File: config.mk
export PLATFORM = sky130hd
export DESIGN_NAME = mac_array_ctrl
export DESIGN_NICKNAME = d
export VERILOG_FILES = /design/src/rtl/mac_pkg.sv /design/src/rtl/mac_array_ctrl.sv
export SDC_FILE = /design/constraint.sdc
export NUM_CORES = 1
export LEC_CHECK = 0
export BUFFER_PORTS_ARGS = -buffer_cell sky130_fd_sc_hd__clkbuf_2
export CAP_MARGIN = 20
export CORE_MARGIN = 3
export CORE_UTILIZATION = 58
export CTS_BUF_LIST = sky130_fd_sc_hd__clkbuf_16
export DETAILED_ROUTE_END_ITERATION = 6
export GPL_TIMING_DRIVEN = 0
export PLACE_DENSITY_LB_ADDON = 0.08
export RECOVER_POWER = 25
export SYNTH_ARGS = -nofsm -noshare
export SYNTH_HDL_FRONTEND = slang
export SYNTH_SLANG_ARGS = --single-unit
File: constraint.sdc
create_clock -name clk -period 4.52 [get_ports clk]
set_clock_uncertainty 0.05 [all_clocks]
set_input_delay 0.678 -clock clk [delete_from_list [all_inputs] [get_ports clk]]
set_output_delay 0.678 -clock clk [all_outputs]
set_load 0.02 [all_outputs]
File: src/rtl/mac_pkg.sv
// Shared encodings for the systolic MAC array sequencer.
package mac_pkg;

  // Sequencer phases
  typedef enum logic [2:0] {
    ST_IDLE   = 3'd0,
    ST_LOAD   = 3'd1,
    ST_SETTLE = 3'd2,
    ST_EXEC   = 3'd3,
    ST_DRAIN  = 3'd4,
    ST_FLUSH  = 3'd5,
    ST_DONE   = 3'd6
  } mac_state_e;

  // Array instruction lines: bit1 = execute, bit0 = kernel load
  localparam logic [1:0] INST_IDLE = 2'b00;
  localparam logic [1:0] INST_LOAD = 2'b01;
  localparam logic [1:0] INST_EXEC = 2'b10;

  // Dataflow modes
  localparam logic MODE_WS = 1'b0;
  localparam logic MODE_OS = 1'b1;

endpackage

File: src/rtl/mac_array_ctrl.sv
// Job sequencer for the systolic MAC array: kernel load, settle, execute,
// drain and optional output-stationary flush, then a one-cycle done pulse.
module mac_array_ctrl
  import mac_pkg::*;
#(
  parameter int unsigned row    = 8,
  parameter int unsigned col    = 8,
  parameter int unsigned len_bw = 8
) (
  input  logic              clk,
  input  logic              reset,
  input  logic              start,
  input  logic              mode_in,
  input  logic [len_bw-1:0] exec_len,
  input  logic              l0_empty,
  input  logic [col-1:0]    valid,
  input  logic              ofifo_full,
  output logic [1:0]        inst_w,
  output logic              mode,
  output logic              flush,
  output logic              l0_rd,
  output logic              ofifo_wr,
  output logic              busy,
  output logic              done,
  output logic              err
);

  // Phase counter is sized for the longest phase so it never wraps
  localparam int unsigned LEN_MAX = (2 ** len_bw) - 1;
  localparam int unsigned CNT_MAX = ((row + col) > LEN_MAX) ? (row + col) : LEN_MAX;
  localparam int unsigned CW      = $clog2(CNT_MAX + 1);

  typedef logic [CW-1:0] cnt_t;

  localparam cnt_t LOAD_LAST   = cnt_t'(row - 1);
  localparam cnt_t SETTLE_LAST = cnt_t'(col - 1);
  localparam cnt_t DRAIN_LAST  = cnt_t'(row + col - 1);
  localparam cnt_t FLUSH_LAST  = cnt_t'(col - 1);

  mac_state_e        state_q, state_d;
  cnt_t              cnt_q, cnt_d;
  logic              mode_q, mode_d;
  logic [len_bw-1:0] len_q, len_d;
  logic              err_q, err_d;

  logic any_valid;
  assign any_valid = |valid;

  // Next-state, phase counter, latched job fields and sticky overflow
  always_comb begin
    state_d = state_q;
    cnt_d   = cnt_q;
    mode_d  = mode_q;
    len_d   = len_q;
    err_d   = err_q | (any_valid & ofifo_full);
    unique case (state_q)
      ST_IDLE: begin
        if (start) begin
          mode_d = mode_in;
          len_d  = exec_len;
          cnt_d  = '0;
          if (mode_in == MODE_WS)     state_d = ST_LOAD;
          else if (exec_len == '0)    state_d = ST_DRAIN;
          else                        state_d = ST_EXEC;
        end
      end
      ST_LOAD: begin
        if (!l0_empty) begin
          if (cnt_q == LOAD_LAST) begin
            state_d = ST_SETTLE;
            cnt_d   = '0;
          end else begin
            cnt_d = cnt_q + cnt_t'(1);
          end
        end
      end
      ST_SETTLE: begin
        if (cnt_q == SETTLE_LAST) begin
          state_d = (len_q == '0) ? ST_DRAIN : ST_EXEC;
          cnt_d   = '0;
        end else begin
          cnt_d = cnt_q + cnt_t'(1);
        end
      end
      ST_EXEC: begin
        // Compare against count+1 so a zero-based counter needs no length-1 term
        if (!l0_empty) begin
          if ((cnt_q + cnt_t'(1)) == cnt_t'(len_q)) begin
            state_d = ST_DRAIN;
            cnt_d   = '0;
          end else begin
            cnt_d = cnt_q + cnt_t'(1);
          end
        end
      end
      ST_DRAIN: begin
        if (cnt_q == DRAIN_LAST) begin
          state_d = (mode_q == MODE_OS) ? ST_FLUSH : ST_DONE;
          cnt_d   = '0;
        end else begin
          cnt_d = cnt_q + cnt_t'(1);
        end
      end
      ST_FLUSH: begin
        if (cnt_q == FLUSH_LAST) begin
          state_d = ST_DONE;
          cnt_d   = '0;
        end else begin
          cnt_d = cnt_q + cnt_t'(1);
        end
      end
      ST_DONE: begin
        state_d = ST_IDLE;
        cnt_d   = '0;
      end
      default: begin
        state_d = ST_IDLE;
        cnt_d   = '0;
      end
    endcase
  end

  // State and job registers; reset abandons any job in flight
  always_ff @(posedge clk or posedge reset) begin
    if (reset) begin
      state_q <= ST_IDLE;
      cnt_q   <= '0;
      mode_q  <= 1'b0;
      len_q   <= '0;
      err_q   <= 1'b0;
    end else begin
      state_q <= state_d;
      cnt_q   <= cnt_d;
      mode_q  <= mode_d;
      len_q   <= len_d;
      err_q   <= err_d;
    end
  end

  // Output decode; a stalled LOAD/EXEC cycle issues no instruction or read
  always_comb begin
    inst_w = INST_IDLE;
    l0_rd  = 1'b0;
    if (!l0_empty) begin
      if (state_q == ST_LOAD) begin
        inst_w = INST_LOAD;
        l0_rd  = 1'b1;
      end else if (state_q == ST_EXEC) begin
        inst_w = INST_EXEC;
        l0_rd  = 1'b1;
      end
    end
  end

  assign flush    = (state_q == ST_FLUSH);
  assign busy     = (state_q != ST_IDLE);
  assign done     = (state_q == ST_DONE);
  assign mode     = mode_q;
  assign err      = err_q;
  assign ofifo_wr = any_valid & ~ofifo_full;

endmodule

After elaboration in Yosys (flattened, before gate mapping)
Cells that the tools add are included.
{"block": "totals", "memories": 0, "reg_bits": 21, "word_cells": 62, "latch_bits": 0, "ram_bits": 0, "rom_bits": 0}
{"block": "classes", "magnitude_cmp": 0, "muxes": 26, "n_mul": 0, "reduce_logical": 9, "bitwise_logic": 4, "n_shift": 0, "n_div": 0, "n_addsub": 1, "n_eq_ne": 17}
{"cell": "8-bit two-way mux", "count": 6}
{"cell": "8-bit case mux with 5 select lines", "count": 1}
{"cell": "3-bit two-way mux", "count": 11}
{"cell": "3-bit case mux with 6 select lines", "count": 1}
{"cell": "8-bit zero test", "count": 2}
{"cell": "2-bit inequality test, second input constant", "count": 7}
{"cell": "3-bit == test, second input constant", "count": 3}
{"cell": "8-bit by 1-bit adder with 8-bit output, second input constant", "count": 1}
{"cell": "8-bit by 3-bit == test with 1-bit output, second input constant", "count": 1}
{"cell": "8-bit by 4-bit == test with 1-bit output, second input constant", "count": 1}
{"cell": "8-bit == test", "count": 1}
{"cell": "2-bit two-way mux", "count": 4}
{"cell": "8-bit AND reduction", "count": 1}
{"cell": "8-bit OR reduction", "count": 1}
{"cell": "3-bit by 2-bit == test with 1-bit output, second input constant", "count": 2}
{"cell": "3-bit by 1-bit == test with 1-bit output, second input constant", "count": 1}
{"cell": "3-bit zero test", "count": 1}
{"cell": "1-bit two-way mux", "count": 3}
{"cell": "3-bit AND reduction", "count": 1}
{"cell": "3-bit nonzero test", "count": 1}
{"cell": "1-bit bitwise AND", "count": 2}
{"cell": "2-bit by 1-bit inequality test with 1-bit output, second input constant", "count": 1}
{"cell": "2-bit AND reduction", "count": 1}
{"cell": "2-bit OR reduction", "count": 1}
{"cell": "2 further kinds", "count": 2}

Longest topological paths before layout
{"block": "logic_depth", "ltp_word": 5, "ltp_mapped": 10, "mapped_depth_nobuf": 8}

Worst setup path before layout
OpenSTA, ideal clock, no wires.
{"block": "synth_path", "path_kind": "register to register", "startpoint": "register cnt_q[0]", "endpoint": "register cnt_q[6]", "t_required_ps": 4346, "slack_ps": 2087, "synth_period_minus_slack_ps": 2433, "path_buffers": 2, "path_stages_with_launch": 11, "t_arrival_ps": 2259, "cell_sequence": "dfrtp_1 > ha_1 > clkbuf_1 > xnor2_1 > o211ai_1 > a221o_1 > nor4_2 > a31o_2 > buf_6 > nor3_2 > a211o_1"}
{"block": "synth_via", "elab_chain_len": 5, "elab_cells_between_ends": 10}
{"item": "from (decl)", "line": "mac_array_ctrl.sv:41", "rtl": "cnt_t cnt_q, cnt_d;"}
{"item": "from (signal assigned)", "line": "mac_array_ctrl.sv:133", "rtl": "cnt_q <= cnt_d;"}
{"item": "8-bit by 1-bit adder with 8-bit output"}
{"item": "8-bit == test", "line": "mac_array_ctrl.sv:88", "rtl": "if ((cnt_q + cnt_t'(1)) == cnt_t'(len_q)) begin"}
{"item": "8-bit two-way mux", "line": "mac_array_ctrl.sv:88"}
{"item": "8-bit two-way mux", "line": "mac_array_ctrl.sv:87", "rtl": "if (!l0_empty) begin"}
{"item": "8-bit case mux with 5 select lines *", "line": "mac_array_ctrl.sv:56", "rtl": "unique case (state_q)"}
Every way passes the cells marked *; elsewhere a longest branch is shown, timed or not. The select of a mux whose other input is x is not followed.
A chain may end at the register's enable or synchronous reset.

Worst setup path after layout
{"block": "layout_path", "startpoint": "register state_q[0]", "endpoint": "output port inst_w[1]"}
{"block": "layout_via", "elab_chain_len": 4, "elab_cells_between_ends": 5}
{"item": "from (decl)", "line": "mac_array_ctrl.sv:40", "rtl": "mac_state_e state_q, state_d;"}
{"item": "from (signal assigned)", "line": "mac_array_ctrl.sv:132", "rtl": "state_q <= state_d;"}
{"item": "3-bit by 2-bit == test with 1-bit output", "line": "mac_array_ctrl.sv:148", "rtl": "end else if (state_q == ST_EXEC) begin"}
{"item": "2-bit two-way mux", "line": "mac_array_ctrl.sv:148"}
{"item": "2-bit two-way mux *", "line": "mac_array_ctrl.sv:145", "rtl": "if (state_q == ST_LOAD) begin"}
{"item": "2-bit two-way mux *", "line": "mac_array_ctrl.sv:144", "rtl": "if (!l0_empty) begin"}
{"item": "to (decl)", "line": "mac_array_ctrl.sv:18", "rtl": "output logic [1:0] inst_w,"}
Every way passes the cells marked *; elsewhere a longest branch is shown, timed or not.

==> flow_summary.yaml <==
drt:
  vias: 1437
  post_drt_wl_per_cell_um: 15.9
  ant_nets: 0
  drc: 0
  routed_wl_um: 3750
  drt-initial-drc-count: 81
  firstDrtPassIters: 4
  vias_per_cell: 6.09
finish:
  drive_above_1_share_pct: 24.5
  antennaDiodeCount: 0
  final_area_sq_um: 1760
  stdcell_count: 236
  area_growth_pct: 17.8
  finish.utilization_pct: 75.8
  layout.nets: 232
sta:
  tightest_slew_ns: 0.811
  grt_setup_unrepaired: "no"
  setup_viol: 0
  drv_slew: 0
  hold_viol: 0
  setup_tns_ns: 0
  period_share_pct: 65.5
  fmax_mhz: 338
  maxSlewHeadroom_pct: 45.9
  min_period_ns: 2.96
job:
  drv_cap: 0
logic_synthesis:
  syn_area_sq_um: 1490
  yosysWarningCount: 0
  synth_top_cell_area_share_pct: 35.2
  syn-num-nets: 197
  netlist_top_cells_count: "dfrtp_1, nand2_1, nor2_1"
  yosysMostFrequentCell: "dfrtp_1"
  synth-edff-count: 0
  async_flop_share_pct: 100
  synthCells: 174
  ys_dominant_reg_cell: "dfrtp_1"
  yosysUniqueCellTypes: 51
  ys_top_cells_by_area: "dfrtp_1, mux2_2, nand2_1"
  postSynthAreaPerCell_sq_um: 8.57
  ys_seq_elements: 21
  yosys.area.top_type: "dfrtp_1"
  yosysSeqAreaShare_pct: 35.2
power:
  power_density_nw_per_um2: 671
  irDropWorstVdd_mv: 0.507
  power_leakage_nw: 0.789
critical_path:
  critical_path_class: "reg2out"
  start_kind: "register"
  cp.arrival_ns: 2.23
  required_ns: 3.79
  crit_fanout: 10
  reg2reg_slack_ns: 1.77
  end_kind: "primary output"
clocking:
  clock_sinks: 21
  cts_resized: 0
  clock_latency_ns: 0.26
  post-cts-setup-buffer-count: 0
  ctsLongestPathBuffers: 2
  postCtsHoldBufs: 0
  path_clk_slew_ns: 0.06
  cts_buffers: 3
  tritoncts: "built"
  cts-root-buf: "clkbuf_16"
  cts_htree_levels: 1
place:
  placed_area_sq_um: 1680
  portBuffers: 30
  place_congestion: 0.872
  dp.cells: 232
  dpl.hpwl_um: 2870
die:
  die_width_um: 56.7
  initial_core_util_pct: 64.3
  die_y_um: 56.7
  core-area_sq_um: 2320
  die_area_sq_um: 3220
  pin_count: 31
  rows: 17
global_route:
  grt_pass1_vias: 1388
  grt_pass1_wl_um: 6340
  grt_max_degree: 22
  antenna_found_initial: 0
  grt_util_all_layers_pct: 25.0
  grt.overflow.total: 0
min_path:
  hold_path_class: "reg2reg"
status:
  status: "finished, final reports clean"
[final timing paths]
path                                         from                   end  cells after the start
max                        state_q[0]$_DFFE_PP0P_             inst_w[1]                      6
min                                 err$_DFF_PP0_         err$_DFF_PP0_                      1
max reg2reg                  cnt_q[0]$_DFFE_PP0P_  cnt_q[6]$_DFFE_PP0P_                     10
min reg2reg                         err$_DFF_PP0_         err$_DFF_PP0_                      1
max in group asynchronous                   reset  cnt_q[7]$_DFFE_PP0P_                      2
min in group asynchronous                   reset  cnt_q[3]$_DFFE_PP0P_                      2
[metrics by stage]
stage	power, mW	hold WS [ns]	worst slack (ns)
final	1.18	0.431	1.56
after global routing	1.26	0.447	1.41
after CTS	1.17	0.425	1.58
after detailed placement	0.975	0.407	1.80
after global placement	0.936	0.389	1.80
after floorplan	0.816	0.465	2.09
[logic make-up (layout without fill, tap and decap cells)]
group                    Yosys count  in the layout  share of synthesized area (%)
XOR/XNOR                          10             10                           5.87
AO/OA/AOI/OAI                     42             42                           19.5
adder cells (fa/ha/maj)            1              1                          0.839
flip-flops                        21             21                           35.2
AND/OR/NAND/NOR                   74             74                           27.3
buffers and inverters             18             52                           5.37
multiplexers                       8              8                           5.96
[area by class of cell]
type / instances / area [sq um]
Fill cell: 173 / 562
Timing Repair Buffer: 30 / 150
Sequential cell: 21 / 526
Multi-Input combinational cell: 135 / 886
Buffer: 11 / 53.8
Clock buffer: 3 / 75.1
Clock inverter: 1 / 5.00
Inverter: 7 / 26.3
Tap cell: 28 / 35.0
[critical path, cell delays in order, from the launching register on]
cell and delay, ns:
dfrtp_1 0.32, clkbuf_1 0.28, buf_1 0.39, a21oi_1 0.18, nor2_1 0.51, nor3_1 0.11, clkbuf_2 0.18
[per-layer routing]
layer  vias to the layer above  routed length [um]  global-route usage [%]
met5                         -                   0                       0
met4                         0                  32                    6.10
met3                         5                 232                    3.45
met2                        59                1920                    43.6
met1                       669                1570                    32.1
li1                        704                   -                       -
[power breakdown]
part           switching, mW  internal (mW)  total, mW
sequential            0.0824          0.260      0.343
combinational          0.379          0.264      0.644
clock                 0.0725          0.119      0.191
[registers in the layout (all words and copies together), names as in the netlist]
signal	cells
mode	1
state_q	3
err	1
len_q	8
cnt_q	8
[layout by cell type, fill, tap and decap left out, types with 3 or more instances in the layout]
| cell type | synthesis | final |
|---|---|---|
| a211o_1 | 4 | 4 |
| a21oi_1 | 6 | 6 |
| clkbuf_1 | 7 | 7 |
| clkbuf_16 | 0 | 3 |
| clkbuf_2 | 0 | 30 |
| dfrtp_1 | 21 | 21 |
| inv_1 | 7 | 7 |
| mux2_2 | 7 | 7 |
| nand2_1 | 20 | 20 |
| nand3_1 | 4 | 4 |
| nor2_1 | 12 | 12 |
| nor2b_1 | 3 | 3 |
| nor3_1 | 9 | 9 |
| nor3b_1 | 4 | 4 |
| nor4_1 | 4 | 4 |
| o211ai_1 | 3 | 3 |
| o21ai_0 | 9 | 9 |
| xnor2_1 | 4 | 4 |
| xor2_1 | 6 | 6 |
(Power assumes the default switching activity.)
